==> config.mk <==
export PLATFORM = sky130hd
export DESIGN_NAME = axi4lite_reg_slave_flat
export DESIGN_NICKNAME = d
export VERILOG_FILES = /design/src/rtl/axi4lite_reg_slave_pkg.sv /design/src/rtl/axi4lite_reg_slave_if.sv /design/src/rtl/axi4lite_reg_slave.sv /design/src/flat_wrapper.sv
export SDC_FILE = /design/constraint.sdc
export NUM_CORES = 1
export LEC_CHECK = 0
export CORE_UTILIZATION = 53
export DETAILED_ROUTE_END_ITERATION = 10
export PLACE_DENSITY = 0.77
export SLEW_MARGIN = 5
export SYNTH_ARGS = -nofsm -noshare
export SYNTH_HDL_FRONTEND = slang
export SYNTH_SLANG_ARGS = --single-unit
==> constraint.sdc <==
create_clock -name S_AXI_ACLK -period 2.13 [get_ports S_AXI_ACLK]
set_input_delay 0.426 -clock S_AXI_ACLK [delete_from_list [all_inputs] [get_ports S_AXI_ACLK]]
set_output_delay 0.426 -clock S_AXI_ACLK [all_outputs]
set_load 0.01 [all_outputs]
==> src/rtl/axi4lite_reg_slave_pkg.sv <==
// Shared types and helpers for the AXI4-Lite register slave:
// response codes, FSM state encodings and the byte-lane merge.
package axi4lite_pkg;

    localparam logic [1:0] RESP_OKAY   = 2'b00;
    localparam logic [1:0] RESP_SLVERR = 2'b10;

    localparam int unsigned CTL_REG_INDEX_DEFAULT = 5;

    typedef enum logic [1:0] {
        W_IDLE,
        W_CAPTURE,
        W_COMMIT,
        W_RESP
    } wr_state_t;

    typedef enum logic {
        R_IDLE,
        R_RESP
    } rd_state_t;

    function automatic logic [31:0] byte_merge(input logic [31:0] old_word,
                                               input logic [31:0] new_word,
                                               input logic [3:0]  strb);
        logic [31:0] merged;
        for (int unsigned i = 0; i < 4; i++) begin
            merged[i*8 +: 8] = strb[i] ? new_word[i*8 +: 8] : old_word[i*8 +: 8];
        end
        return merged;
    endfunction

endpackage

==> src/rtl/axi4lite_reg_slave_if.sv <==
// AXI4-Lite bus bundle (five channels) with master and slave views.
interface axi4lite_reg_slave_if #(
    parameter int unsigned ADDR_W = 32,
    parameter int unsigned DATA_W = 32
);
    logic [ADDR_W-1:0]   awaddr;
    logic [2:0]          awprot;
    logic                awvalid;
    logic                awready;
    logic [DATA_W-1:0]   wdata;
    logic [DATA_W/8-1:0] wstrb;
    logic                wvalid;
    logic                wready;
    logic [1:0]          bresp;
    logic                bvalid;
    logic                bready;
    logic [ADDR_W-1:0]   araddr;
    logic [2:0]          arprot;
    logic                arvalid;
    logic                arready;
    logic [DATA_W-1:0]   rdata;
    logic [1:0]          rresp;
    logic                rvalid;
    logic                rready;

    modport slave (
        input  awaddr, awprot, awvalid, wdata, wstrb, wvalid, bready,
               araddr, arprot, arvalid, rready,
        output awready, wready, bresp, bvalid, arready, rdata, rresp, rvalid
    );

    modport master (
        output awaddr, awprot, awvalid, wdata, wstrb, wvalid, bready,
               araddr, arprot, arvalid, rready,
        input  awready, wready, bresp, bvalid, arready, rdata, rresp, rvalid
    );
endinterface

==> src/rtl/axi4lite_reg_slave.sv <==
// AXI4-Lite register file slave: NUM_REGS words, top word is a live read-only
// status, one word drives ctl_value with a one-cycle write strobe.
module axi4lite_reg_slave
    import axi4lite_pkg::*;
#(
    parameter int unsigned AXI_DATA_WIDTH = 32,
    parameter int unsigned AXI_ADDR_WIDTH = 32,
    parameter int unsigned NUM_REGS       = 16,
    parameter int unsigned CTL_REG_INDEX  = CTL_REG_INDEX_DEFAULT
) (
    input  logic                  S_AXI_ACLK,
    input  logic                  S_AXI_ARESETN,
    axi4lite_reg_slave_if.slave   s_axi,
    input  logic [31:0]           status_in,
    output logic [31:0]           ctl_value,
    output logic                  ctl_strobe
);

    localparam logic [10:0] NUM_REGS_W = 11'(NUM_REGS);
    localparam logic [9:0]  STATUS_IDX = 10'(NUM_REGS - 1);
    localparam logic [9:0]  CTL_IDX    = 10'(CTL_REG_INDEX);

    // Storage excludes the STATUS word, which has no backing register.
    logic [AXI_DATA_WIDTH-1:0] regs [NUM_REGS-1];

    wr_state_t                   w_state, w_state_n;
    logic                        awready_q, awready_n, wready_q, wready_n;
    logic                        bvalid_q, bvalid_n;
    logic [1:0]                  bresp_q, bresp_n;
    logic                        aw_have, aw_have_n, w_have, w_have_n;
    logic [9:0]                  aw_idx, aw_idx_n;
    logic [AXI_DATA_WIDTH-1:0]   wdata_q, wdata_n;
    logic [AXI_DATA_WIDTH/8-1:0] wstrb_q, wstrb_n;
    logic                        commit, wr_ok, aw_hs, w_hs;

    rd_state_t                   r_state, r_state_n;
    logic                        arready_q, arready_n, rvalid_q, rvalid_n;
    logic [1:0]                  rresp_q, rresp_n;
    logic [AXI_DATA_WIDTH-1:0]   rdata_q, rdata_n, rd_word;
    logic [9:0]                  ar_idx;
    logic                        rd_ok, ar_hs;

    logic                        unused_bits;

    assign unused_bits = ^{s_axi.awprot, s_axi.arprot,
                           s_axi.awaddr[AXI_ADDR_WIDTH-1:12], s_axi.awaddr[1:0],
                           s_axi.araddr[AXI_ADDR_WIDTH-1:12], s_axi.araddr[1:0]};

    assign aw_hs  = s_axi.awvalid && awready_q;
    assign w_hs   = s_axi.wvalid && wready_q;
    assign ar_hs  = s_axi.arvalid && arready_q;
    assign ar_idx = s_axi.araddr[11:2];
    assign wr_ok  = ({1'b0, aw_idx} < NUM_REGS_W) && (aw_idx != STATUS_IDX);
    assign rd_ok  = ({1'b0, ar_idx} < NUM_REGS_W);

    assign s_axi.awready = awready_q;
    assign s_axi.wready  = wready_q;
    assign s_axi.bvalid  = bvalid_q;
    assign s_axi.bresp   = bresp_q;
    assign s_axi.arready = arready_q;
    assign s_axi.rvalid  = rvalid_q;
    assign s_axi.rresp   = rresp_q;
    assign s_axi.rdata   = rdata_q;
    assign ctl_value     = regs[CTL_REG_INDEX];

    // IDLE and CAPTURE share logic: each channel is taken independently and
    // its READY stays high until its own handshake.
    always_comb begin
        w_state_n = w_state;
        awready_n = awready_q;
        wready_n  = wready_q;
        bvalid_n  = bvalid_q;
        bresp_n   = bresp_q;
        aw_have_n = aw_have;
        w_have_n  = w_have;
        aw_idx_n  = aw_idx;
        wdata_n   = wdata_q;
        wstrb_n   = wstrb_q;
        commit    = 1'b0;
        case (w_state)
            W_IDLE, W_CAPTURE: begin
                if (aw_hs) begin
                    aw_have_n = 1'b1;
                    aw_idx_n  = s_axi.awaddr[11:2];
                    awready_n = 1'b0;
                end else if (!aw_have) begin
                    awready_n = 1'b1;
                end
                if (w_hs) begin
                    w_have_n = 1'b1;
                    wdata_n  = s_axi.wdata;
                    wstrb_n  = s_axi.wstrb;
                    wready_n = 1'b0;
                end else if (!w_have) begin
                    wready_n = 1'b1;
                end
                if (aw_have_n && w_have_n) begin
                    w_state_n = W_COMMIT;
                end else if (aw_have_n || w_have_n) begin
                    w_state_n = W_CAPTURE;
                end
            end
            W_COMMIT: begin
                commit    = 1'b1;
                bvalid_n  = 1'b1;
                bresp_n   = wr_ok ? RESP_OKAY : RESP_SLVERR;
                w_state_n = W_RESP;
            end
            W_RESP: begin
                if (s_axi.bready) begin
                    bvalid_n  = 1'b0;
                    awready_n = 1'b1;
                    wready_n  = 1'b1;
                    aw_have_n = 1'b0;
                    w_have_n  = 1'b0;
                    w_state_n = W_IDLE;
                end
            end
            default: w_state_n = W_IDLE;
        endcase
    end

    always_ff @(posedge S_AXI_ACLK or negedge S_AXI_ARESETN) begin
        if (!S_AXI_ARESETN) begin
            w_state    <= W_IDLE;
            awready_q  <= 1'b0;
            wready_q   <= 1'b0;
            bvalid_q   <= 1'b0;
            bresp_q    <= '0;
            aw_have    <= 1'b0;
            w_have     <= 1'b0;
            aw_idx     <= '0;
            wdata_q    <= '0;
            wstrb_q    <= '0;
            ctl_strobe <= 1'b0;
        end else begin
            w_state    <= w_state_n;
            awready_q  <= awready_n;
            wready_q   <= wready_n;
            bvalid_q   <= bvalid_n;
            bresp_q    <= bresp_n;
            aw_have    <= aw_have_n;
            w_have     <= w_have_n;
            aw_idx     <= aw_idx_n;
            wdata_q    <= wdata_n;
            wstrb_q    <= wstrb_n;
            ctl_strobe <= commit && wr_ok && (aw_idx == CTL_IDX);
        end
    end

    always_ff @(posedge S_AXI_ACLK or negedge S_AXI_ARESETN) begin
        if (!S_AXI_ARESETN) begin
            for (int unsigned i = 0; i < NUM_REGS - 1; i++) begin
                regs[i] <= '0;
            end
        end else if (commit && wr_ok) begin
            for (int unsigned i = 0; i < NUM_REGS - 1; i++) begin
                if (aw_idx == 10'(i)) begin
                    regs[i] <= byte_merge(regs[i], wdata_q, wstrb_q);
                end
            end
        end
    end

    // Out-of-range indices match nothing and fall through to zero.
    always_comb begin
        rd_word = '0;
        for (int unsigned i = 0; i < NUM_REGS - 1; i++) begin
            if (ar_idx == 10'(i)) begin
                rd_word = regs[i];
            end
        end
        if (ar_idx == STATUS_IDX) begin
            rd_word = status_in;
        end
    end

    always_comb begin
        r_state_n = r_state;
        arready_n = arready_q;
        rvalid_n  = rvalid_q;
        rresp_n   = rresp_q;
        rdata_n   = rdata_q;
        case (r_state)
            R_IDLE: begin
                if (ar_hs) begin
                    arready_n = 1'b0;
                    rvalid_n  = 1'b1;
                    rdata_n   = rd_word;
                    rresp_n   = rd_ok ? RESP_OKAY : RESP_SLVERR;
                    r_state_n = R_RESP;
                end else begin
                    arready_n = 1'b1;
                end
            end
            R_RESP: begin
                if (s_axi.rready) begin
                    rvalid_n  = 1'b0;
                    arready_n = 1'b1;
                    r_state_n = R_IDLE;
                end
            end
            default: r_state_n = R_IDLE;
        endcase
    end

    always_ff @(posedge S_AXI_ACLK or negedge S_AXI_ARESETN) begin
        if (!S_AXI_ARESETN) begin
            r_state   <= R_IDLE;
            arready_q <= 1'b0;
            rvalid_q  <= 1'b0;
            rresp_q   <= '0;
            rdata_q   <= '0;
        end else begin
            r_state   <= r_state_n;
            arready_q <= arready_n;
            rvalid_q  <= rvalid_n;
            rresp_q   <= rresp_n;
            rdata_q   <= rdata_n;
        end
    end

endmodule

==> src/flat_wrapper.sv <==
// flat-port wrapper written by rule: the top's interface ports become plain ports
module axi4lite_reg_slave_flat import axi4lite_pkg::*;
#(
    parameter int unsigned AXI_DATA_WIDTH = 32,
    parameter int unsigned AXI_ADDR_WIDTH = 32,
    parameter int unsigned NUM_REGS       = 16,
    parameter int unsigned CTL_REG_INDEX  = CTL_REG_INDEX_DEFAULT
)
  (S_AXI_ACLK, S_AXI_ARESETN, status_in, ctl_value, ctl_strobe, s_axi_awaddr, s_axi_awprot, s_axi_awvalid, s_axi_wdata, s_axi_wstrb, s_axi_wvalid, s_axi_bready, s_axi_araddr, s_axi_arprot, s_axi_arvalid, s_axi_rready, s_axi_awready, s_axi_wready, s_axi_bresp, s_axi_bvalid, s_axi_arready, s_axi_rdata, s_axi_rresp, s_axi_rvalid);
  axi4lite_reg_slave_if #(.ADDR_W(32), .DATA_W(32)) s_axi_i ();
  input  logic S_AXI_ACLK;
  input  logic S_AXI_ARESETN;
  input  logic [31:0] status_in;
  output logic [31:0] ctl_value;
  output logic ctl_strobe;
  input wire logic [$bits(s_axi_i.awaddr)-1:0] s_axi_awaddr;
  input wire logic [$bits(s_axi_i.awprot)-1:0] s_axi_awprot;
  input wire logic [$bits(s_axi_i.awvalid)-1:0] s_axi_awvalid;
  input wire logic [$bits(s_axi_i.wdata)-1:0] s_axi_wdata;
  input wire logic [$bits(s_axi_i.wstrb)-1:0] s_axi_wstrb;
  input wire logic [$bits(s_axi_i.wvalid)-1:0] s_axi_wvalid;
  input wire logic [$bits(s_axi_i.bready)-1:0] s_axi_bready;
  input wire logic [$bits(s_axi_i.araddr)-1:0] s_axi_araddr;
  input wire logic [$bits(s_axi_i.arprot)-1:0] s_axi_arprot;
  input wire logic [$bits(s_axi_i.arvalid)-1:0] s_axi_arvalid;
  input wire logic [$bits(s_axi_i.rready)-1:0] s_axi_rready;
  output wire logic [$bits(s_axi_i.awready)-1:0] s_axi_awready;
  output wire logic [$bits(s_axi_i.wready)-1:0] s_axi_wready;
  output wire logic [$bits(s_axi_i.bresp)-1:0] s_axi_bresp;
  output wire logic [$bits(s_axi_i.bvalid)-1:0] s_axi_bvalid;
  output wire logic [$bits(s_axi_i.arready)-1:0] s_axi_arready;
  output wire logic [$bits(s_axi_i.rdata)-1:0] s_axi_rdata;
  output wire logic [$bits(s_axi_i.rresp)-1:0] s_axi_rresp;
  output wire logic [$bits(s_axi_i.rvalid)-1:0] s_axi_rvalid;
  assign s_axi_i.awaddr = s_axi_awaddr;
  assign s_axi_i.awprot = s_axi_awprot;
  assign s_axi_i.awvalid = s_axi_awvalid;
  assign s_axi_i.wdata = s_axi_wdata;
  assign s_axi_i.wstrb = s_axi_wstrb;
  assign s_axi_i.wvalid = s_axi_wvalid;
  assign s_axi_i.bready = s_axi_bready;
  assign s_axi_i.araddr = s_axi_araddr;
  assign s_axi_i.arprot = s_axi_arprot;
  assign s_axi_i.arvalid = s_axi_arvalid;
  assign s_axi_i.rready = s_axi_rready;
  assign s_axi_awready = s_axi_i.awready;
  assign s_axi_wready = s_axi_i.wready;
  assign s_axi_bresp = s_axi_i.bresp;
  assign s_axi_bvalid = s_axi_i.bvalid;
  assign s_axi_arready = s_axi_i.arready;
  assign s_axi_rdata = s_axi_i.rdata;
  assign s_axi_rresp = s_axi_i.rresp;
  assign s_axi_rvalid = s_axi_i.rvalid;
  axi4lite_reg_slave #(.AXI_DATA_WIDTH(AXI_DATA_WIDTH), .AXI_ADDR_WIDTH(AXI_ADDR_WIDTH), .NUM_REGS(NUM_REGS), .CTL_REG_INDEX(CTL_REG_INDEX)) u_core (.S_AXI_ACLK(S_AXI_ACLK), .S_AXI_ARESETN(S_AXI_ARESETN), .s_axi(s_axi_i), .status_in(status_in), .ctl_value(ctl_value), .ctl_strobe(ctl_strobe));
endmodule
# --- Yosys cells after proc, flatten, opt, wreduce, memory -nomap -nowiden ---
# Cells that the tools add are included.
# W data, S select, Z words.
classes:
  magnitude_cmp: 2
  n_eq_ne: 39
  n_shift: 0
  n_bitwise: 1
  reduce_logical: 83
  div_mod_pow: 0
  muxes: 47
  add_sub_neg: 0
  multipliers: 0
op_table:
  columns: ["op", "n"]
  rows:
  - ["$mux W32", 16]
  - ["$reduce_and A3 Y1", 62]
  - ["$eq A10 B4 Y1 const B", 15]
  - ["$eq A10 B3 Y1 const B", 8]
  - ["$eq A10 B2 Y1 const B", 4]
  - ["$eq A10 B1 Y1 const B", 2]
  - ["$logic_not A10 Y1", 2]
  - ["$lt A10 B5 Y1 const B", 2]
  - ["$mux W1", 17]
  - ["$pmux W1 S2", 8]
  - ["$reduce_and A2 Y1", 7]
  - ["$mux W2", 5]
  - ["$ne A10 B4 Y1 const B", 1]
  - ["$logic_and A1 B1 Y1", 7]
  - ["$ne A3 B3 Y1 const B", 2]
  - ["$pmux W2 S3", 1]
  - ["$eq A2 B2 Y1 const B", 2]
  - ["$ne A2 B2 Y1 const B", 2]
  - ["$reduce_bool A2 Y1", 2]
  - ["$ne A3 B1 Y1 const B", 1]
  - ["$eq A2 B1 Y1 const B", 1]
  - ["$logic_not A2 Y1", 1]
  - ["$ne A2 B1 Y1 const B", 1]
  - ["$reduce_or A2 Y1", 1]
  - ["other kinds (2)", 2]
totals:
  romBits: 0
  mem_count: 0
  latchBits: 0
  mem_bits_rw: 0
  out_inout_bits: 74
  word_cells: 248
  in_bits: 145
  ff_bits: 573

# --- Depth between registers and ports, before layout ---
# Gate-level depths: netlist of run 1.
depth:
  depth_word: 17
  mapped_depth: 10

# --- Worst setup path before layout of run 1 ---
# Ideal clock, no wire load.
synth_path:
  path_type: "reg2reg"
  startpoint: "register u_core.aw_idx[4]"
  endpoint: "register u_core.regs[192] (netlist name)"
  arrival_time_ns: 2.071
  required_ns: 2.005
  n_path_buf: 0
  path_stages_with_launch: 7
  period_less_slack_ns: 2.196
  setup_ns: 0.125
  slack_ns: -0.066
  cell_sequence: "dfrtp_1 nor4_4 nand3_2 or3b_2 nor3_4 nand2_2 mux2_2"
synth_via:
  elab_chain_cells: 4
  elab_cells_between_ends: 6
  cone_classes: "order compare: 1; eq/ne: 2; reduce/logical: 3"
synth_lines:
  columns: ["item", "line_no", "source"]
  rows:
  - ["start: declaration", "axi4lite_reg_slave.sv:31", "logic [9:0] aw_idx, aw_idx_n;"]
  - ["start signal: assignment", "axi4lite_reg_slave.sv:144", "aw_idx <= aw_idx_n;"]
  - ["$lt A10 B5 Y1 or $ne A10 B4 Y1 (tied branches)", "axi4lite_reg_slave.sv:53", "assign wr_ok = ({1'b0, aw_idx} < NUM_REGS_W) && (aw_idx != STATUS_IDX);"]
  - ["$logic_and A1 B1 Y1", "axi4lite_reg_slave.sv:53", null]
  - ["$logic_and A1 B1 Y1", "axi4lite_reg_slave.sv:156", "end else if (commit && wr_ok) begin"]
  - ["$reduce_and A3 Y1 (no source line) (*)", null, null]
  - ["end signal: indexed assignment", "axi4lite_reg_slave.sv:159", "regs[i] <= byte_merge(regs[i], wdata_q, wstrb_q);"]
  - ["end: declaration", "axi4lite_reg_slave.sv:24", "logic [AXI_DATA_WIDTH-1:0] regs [NUM_REGS-1];"]
# Mark *: on every way between the ends. The rest lies on a longest branch, timed or not.
# A chain may end at the register's enable or synchronous reset.

# --- Worst setup path after layout of run 1 ---
layout_path:
  startpoint: "register u_core.aw_idx[9]"
  endpoint: "register u_core.regs[113] (netlist name)"
# The elaborated chain is that of the path after synthesis.

==> results of run 1 <==
-- placed cells by master, fill, tap and decap left out, types with 7 or more instances in the layout --
master	count
inv_1	8
nor2b_1	18
dfrtp_1	567
o21ai_0	68
mux2_4	34
buf_12	56
nand2_4	17
a31oi_1	21
clkbuf_8	15
a221oi_1	20
o22ai_1	26
nor2_1	86
nand2_1	84
o221ai_1	19
o21a_1	14
a211oi_1	13
mux4_2	10
nand2b_1	12
clkdlybuf4s50_1	160
buf_6	20
clkbuf_16	60
o211ai_1	8
nor2_4	10
buf_4	254
a221o_1	19
nor4_1	7
and2_1	9
mux2_2	520
nand2_2	20
nor3_1	24
nand3_1	27
clkinv_2	10
o32ai_1	7
mux2i_1	62
o2111ai_1	7
nand2_8	19
clkbuf_1	16
a21oi_1	80
-- layer usage --
metal  vias up  track usage, %  wire, um
met5         -               0         0
met1     10800            49.3     37800
met3       313            6.78      7860
li1       8628               -         -
met4         0            16.8      4860
met2      1131            57.5     43500
-- flip-flops by register name, indices dropped and copies added, names as in the netlist --
signal                cells
u_core.aw_have            1
u_core.regs             448
u_core.wstrb_q            4
u_core.s_axi.wready       1
u_core.s_axi.rdata       32
u_core.s_axi.awready      1
u_core.s_axi.arready      1
u_core.w_state            2
u_core.wdata_q           32
u_core.w_have             1
u_core.s_axi.bvalid       1
u_core.s_axi.rvalid       1
u_core.aw_idx            10
u_core.r_state            1
u_core.s_axi.rresp        1
u_core.s_axi.bresp        1
u_core.ctl_value         32
u_core.ctl_strobe         1
-- cells by family after synthesis --
family / after synthesis / synth area share, %
DFF: 571 / 53.0
AOI/OAI and AO/OA: 362 / 9.17
buffers and inverters: 176 / 3.89
other: 1 / 0.0139
muxes: 629 / 26.4
and+or+nand+nor: 388 / 7.50
-- synth_stat cells, types with 6 or more instances --
cell type | count | area, um^2
dfrtp_1 | 571 | 14300
mux2_2 | 545 | 6140
nor2_1 | 94 | 353
nand2_1 | 88 | 330
a21oi_1 | 80 | 400
clkbuf_1 | 69 | 259
o21ai_0 | 68 | 340
mux2i_1 | 62 | 621
nand2_2 | 52 | 325
buf_4 | 34 | 255
nand3_1 | 31 | 155
dlygate4sd3_1 | 28 | 280
nor3_1 | 28 | 140
o22ai_1 | 26 | 163
a31oi_1 | 21 | 131
a221oi_1 | 20 | 175
a221o_1 | 19 | 190
buf_2 | 19 | 95.1
o221ai_1 | 19 | 166
nor2b_1 | 18 | 113
o21a_1 | 14 | 105
a211oi_1 | 13 | 97.6
nand2b_1 | 13 | 81.3
mux2_1 | 12 | 135
buf_1 | 10 | 37.5
mux4_2 | 10 | 225
and2_1 | 9 | 56.3
inv_1 | 8 | 30.0
nor4_1 | 8 | 50.1
o211ai_1 | 8 | 60.1
a2111oi_0 | 7 | 61.3
o2111ai_1 | 7 | 61.3
o32ai_1 | 7 | 61.3
a211o_1 | 6 | 52.6
nand3b_1 | 6 | 45.0
-- timing repair --
item,CTS,global route
cloned,0,1
pin swaps,6,10
gates resized for setup,88,84
buffers inserted,3,11
hold buffers,1,0
setup endpoints to repair,489,508
hold endpoints to repair,23,0
-- through the flow --
| stage | worst slack, ns | utilization [%] | power, mW | instances | hold slack [ns] |
|---|---|---|---|---|---|
| 2_1_floorplan | -0.0652 | - | 16.6 | 2128 | 0.130 |
| 3_5_place_dp | -0.754 | 62.8 | 19.2 | 3120 | 0.342 |
| 5_1_grt | -0.354 | 68.7 | 31.3 | 3244 | 0.296 |
| 6_report | -0.311 | 68.7 | 30.4 | 3245 | 0.271 |
| 4_1_cts | -0.286 | 67.7 | 30.1 | 3233 | 0.270 |
| 3_3_place_gp | -0.701 | 62.8 | 19.0 | 3120 | 0.337 |
-- cell type report --
cell class	count	area, um^2
timing repair buffer	501	4990
multi-input combinational	1381	12300
clock inverter	19	272
inverter	10	37.5
clock buffer	90	1740
antenna	1	2.50
fill	3532	15700
sequential	571	14300
tap	672	841
-- path summary, 6_finish.rpt --
path | cells past startpoint | end | from | slack (ns)
min | 2 | u_core.regs[478] | S_AXI_ARESETN | 0.27
max | 7 | u_core.regs[113] | u_core.aw_idx[9] | -0.31
min reg2reg | 2 | u_core.s_axi.rvalid | u_core.s_axi.rvalid | 0.49
max reg2reg | 7 | u_core.regs[113] | u_core.aw_idx[9] | -0.31
max in group asynchronous | 3 | u_core.regs[116] | S_AXI_ARESETN | 0.93
min in group S_AXI_ACLK | 2 | u_core.wdata_q[19] | s_axi_wdata[19] | 0.39
-- power by group through the flow --
| stage | Sequential, mW | Combinational, mW | Clock (mW) |
|---|---|---|---|
| floorplan | 13.1 | 3.49 | 0 |
| global placement | 14.4 | 4.53 | 0 |
| detailed placement | 14.6 | 4.67 | 0 |
| CTS | 14.5 | 4.77 | 10.8 |
| global route | 14.9 | 5.19 | 11.2 |
| finish | 14.7 | 4.89 | 10.8 |
==> impl_metrics.yaml, run 1 <==
sta:
  hold_viol: 0
  finalClockSkew_ns: 0.0261
  setup_violations: 479
  fmax_mhz: 410
  rsz0062_at_grt: "yes"
  drv_slew: 0
  worst_pin_slew_ns: 1.46
  relSlewSlack_pct: 2.90
  fin_crit_ns: 2.44
  period_share_pct: 115
  setup_tns_ns: -92.79
  worst_slack_ns: -0.311
clocking:
  cts_buffer_depth: 3
  clk_pin_slew_worst_paths_ns: 0.06
  clock_latency_ns: 0.65
  ctsHtreeMaxLevel: 2
  cts_made_buffers: 58
  numClockSinks: 571
  cts_tree: "done"
  clock-root-buffer: "clkbuf_16"
yosys:
  synth_top_flop_cell: "dfrtp_1"
  synth-seq-cells: 571
  synth_cell_types: 80
  synth_edf_count: 0
  postSynthCellCount: 2127
  async_flop_share_pct: 100
  syn_area_per_cell_um2: 12.7
  syn-cell-area_mm2: 0.0270
  synth_warnings: 0
  ys_seq_area_share_pct: 53.0
drt:
  wl_mm: 94.0
  routed_via_density: 6.43
  first_pass_iters: 5
  vias: 20900
  first_iter_violations: 2327
  wl_per_cell_um: 29.0
  drc_errors: 0
  postRouteAntennaNets: 0
power:
  pwr-share-seq_pct: 48.5
  p_clk_share_pct: 35.4
  irDropWorstVdd_mv: 0.822
  p_int_mw: 20.9
  power_density_mw_per_mm2: 882
  switching_share_pct: 31.4
  power_switching_mw: 9.53
  pwr-share-comb_pct: 16.1
  p_leak_nw: 16.5
global_route:
  grt_max_degree: 99
  grt.total_usage_pct: 36.5
  grt_pass1_vias: 21300
  grt_remaining_overflow: 0
  grt_pass1_wl_mm: 137
  antenna_found_initial: 0
floorplan:
  die_x_um: 228
  coreArea_mm2: 0.0502
  boundaryPins: 219
  num_rows: 82
  initial_core_util_pct: 53.7
  dieArea_mm2: 0.0518
  die_h_um: 228
critical_path:
  critPathTopFamily: "simple AND/OR/NAND/NOR gates"
  crit_path_start_kind: "flip-flop"
  path_max_fanout: 8
  slowest_delay_ns: 0.48
  cp_data_arrival_time_ns: 2.96
  cp_num_buf_inv: 1
  critPathKind: "reg -> reg"
  required_ns: 2.65
  cp_cell_sequence: "nor4_4, nand3_2, or3b_4, nor2_4, buf_12, nand2_2, mux2_2"
  slowest_stage: "or3b_4"
  critPathCaptureType: "flip-flop"
hold_path:
  holdCritPathClass: "in -> async"
outcome:
  status: "complete, but fails checks"
  violations: "setup timing"
placed_design:
  gp_congestion: 0.997
  placed_area_mm2: 0.0315
  dp.final_hpwl_mm: 65.9
  portBuffers: 166
layout:
  final_area_mm2: 0.0345
  nets: 2668
  syn2layout_area_growth_pct: 27.9
  drive_gt1_share_pct: 42.9
job:
  drv_cap: 0
Power figures use the tool's default switching activity.
==> run 2, diff against run 1 <==
--- a/config.mk
+++ b/config.mk
@@ -8,6 +8,7 @@
 export CORE_UTILIZATION = 53
 export DETAILED_ROUTE_END_ITERATION = 10
 export PLACE_DENSITY = 0.77
+export SETUP_SLACK_MARGIN = 0.05
 export SLEW_MARGIN = 5
 export SYNTH_ARGS = -nofsm -noshare
 export SYNTH_HDL_FRONTEND = slang
==> impl_metrics.yaml, run 2 (synthesized netlist as in run 1, its figures left out) <==
outcome:
  status: "complete, but fails checks"
  violations: "setup timing"
critical_path:
  crit_path_start: "u_core.aw_idx[4]"
  critPathTopFamily: "simple AND/OR/NAND/NOR gates"
  slowest_delay_ns: 0.48
  critPathKind: "reg -> reg"
  r2r_start: "u_core.aw_idx[4]"
  cp_data_arrival_time_ns: 2.88
  cp_cell_sequence: "nor4_4, nand3_2, or3b_4, nor3_4, buf_12, nand2_4, buf_8, mux2_2"
  crit_path_start_kind: "flip-flop"
  slowest_stage: "or3b_4"
  critPathCaptureType: "flip-flop"
  cp_num_buf_inv: 2
  path_max_fanout: 8
  required_ns: 2.63
floorplan:
  die_h_um: 228
  dieArea_mm2: 0.0518
  boundaryPins: 219
  num_rows: 82
  initial_core_util_pct: 53.7
  die_x_um: 228
  coreArea_mm2: 0.0502
global_route:
  grt_max_degree: 89
  grt_pass1_wl_mm: 138
  grt.total_usage_pct: 36.5
  grt_pass1_vias: 21300
  antenna_found_initial: 1
  grt_remaining_overflow: 0
placed_design:
  placed_area_mm2: 0.0313
  portBuffers: 166
  dp.final_hpwl_mm: 64.9
  gp_congestion: 0.974
clocking:
  clk_pin_slew_worst_paths_ns: 0.06
  clock_latency_ns: 0.63
  numClockSinks: 571
  clock-root-buffer: "clkbuf_16"
  cts_made_buffers: 59
  ctsHtreeMaxLevel: 2
  cts_tree: "done"
  cts_buffer_depth: 3
sta:
  finalClockSkew_ns: 0.0286
  worst_slack_ns: -0.247
  fmax_mhz: 421
  hold_viol: 0
  hold_slack_ns: 0.252
  period_share_pct: 112
  rsz0062_at_grt: "yes"
  fin_crit_ns: 2.38
  drv_slew: 0
  worst_pin_slew_ns: 1.36
  setup_violations: 494
  relSlewSlack_pct: 9.47
  setup_tns_ns: -70.36
hold_path:
  holdCritPathClass: "in -> async"
power:
  irDropWorstVdd_mv: 0.981
  p_leak_nw: 16.5
  power_density_mw_per_mm2: 896
layout:
  num-fill-cells: 3400
  final_util_pct: 69.1
  top_register: "u_core.regs"
  largest_reg_flops: 448
  final_cell_mix: "568 x dfrtp_1, 506 x mux2_2, 231 x buf_4"
  drive_gt1_share_pct: 42.9
  final_area_mm2: 0.0347
  final_common_cell: "dfrtp_1"
  syn2layout_area_growth_pct: 28.7
  nets: 2649
drt:
  wl_mm: 94.6
  first_iter_violations: 2203
  drc_errors: 0
  first_pass_iters: 7
  vias: 21000
  postRouteAntennaNets: 0
  wl_per_cell_um: 29.3
  routed_via_density: 6.50
job:
  drv_cap: 0
==> run 2: per-layer routing <==
metal  global-route usage (%)  up-vias  routed length, um
met5                        0        -                  0
met3                     7.51      329               8790
met2                     57.0     1294              43500
met4                     17.9        0               5080
met1                     48.6    10700              37200
li1                         -     8594                  -
==> run 2: power breakdown <==
part	total (mW)	switching, mW	internal (mW)	leakage, nW
clock	11.1	4.53	6.61	1.04
combinational	5.08	2.44	2.64	7.67
sequential	14.9	2.90	12.0	7.79
==> run 2: layout make-up <==
cell class	instances	area [um^2]	area share (%)
multi-input cells	1381	12500	36.0
diodes	1	2.50	0.00721
repair buffers	481	4920	14.2
flip-flops and latches	571	14300	41.2
clock inverters	31	395	1.14
clock buffers	79	1710	4.93
well taps	672	841	2.42
inverters	10	37.5	0.108
==> run 2: metrics by stage <==
stage | power [mW] | worst slack (ns) | std cells
finish | 31.1 | -0.247 | 3226
global route | 32.0 | -0.325 | 3225
CTS | 30.7 | -0.209 | 3213
detailed placement | 19.3 | -0.763 | 3092
global placement | 19.0 | -0.682 | 3092
floorplan | 16.6 | -0.0652 | 2128
==> run 2: what timing repair did <==
item	4_1_cts	5_1_grt
endpoints found under the setup margin	490	520
buffers inserted	10	12
endpoints found under the hold margin	100	0
gates resized for setup	135	42
hold buffers	1	0
pin swaps	5	5
==> run 2: final timing paths <==
kind / slack [ns] / cells past startpoint / end
max reg2reg: -0.25 / 8 / u_core.regs[219]
max: -0.25 / 8 / u_core.regs[219]
min: 0.25 / 2 / u_core.wdata_q[30]
min in group S_AXI_ACLK: 0.40 / 2 / u_core.wdata_q[20]
max in group asynchronous: 0.95 / 4 / u_core.wstrb_q[1]
min reg2reg: 0.48 / 1 / u_core.s_axi.arready
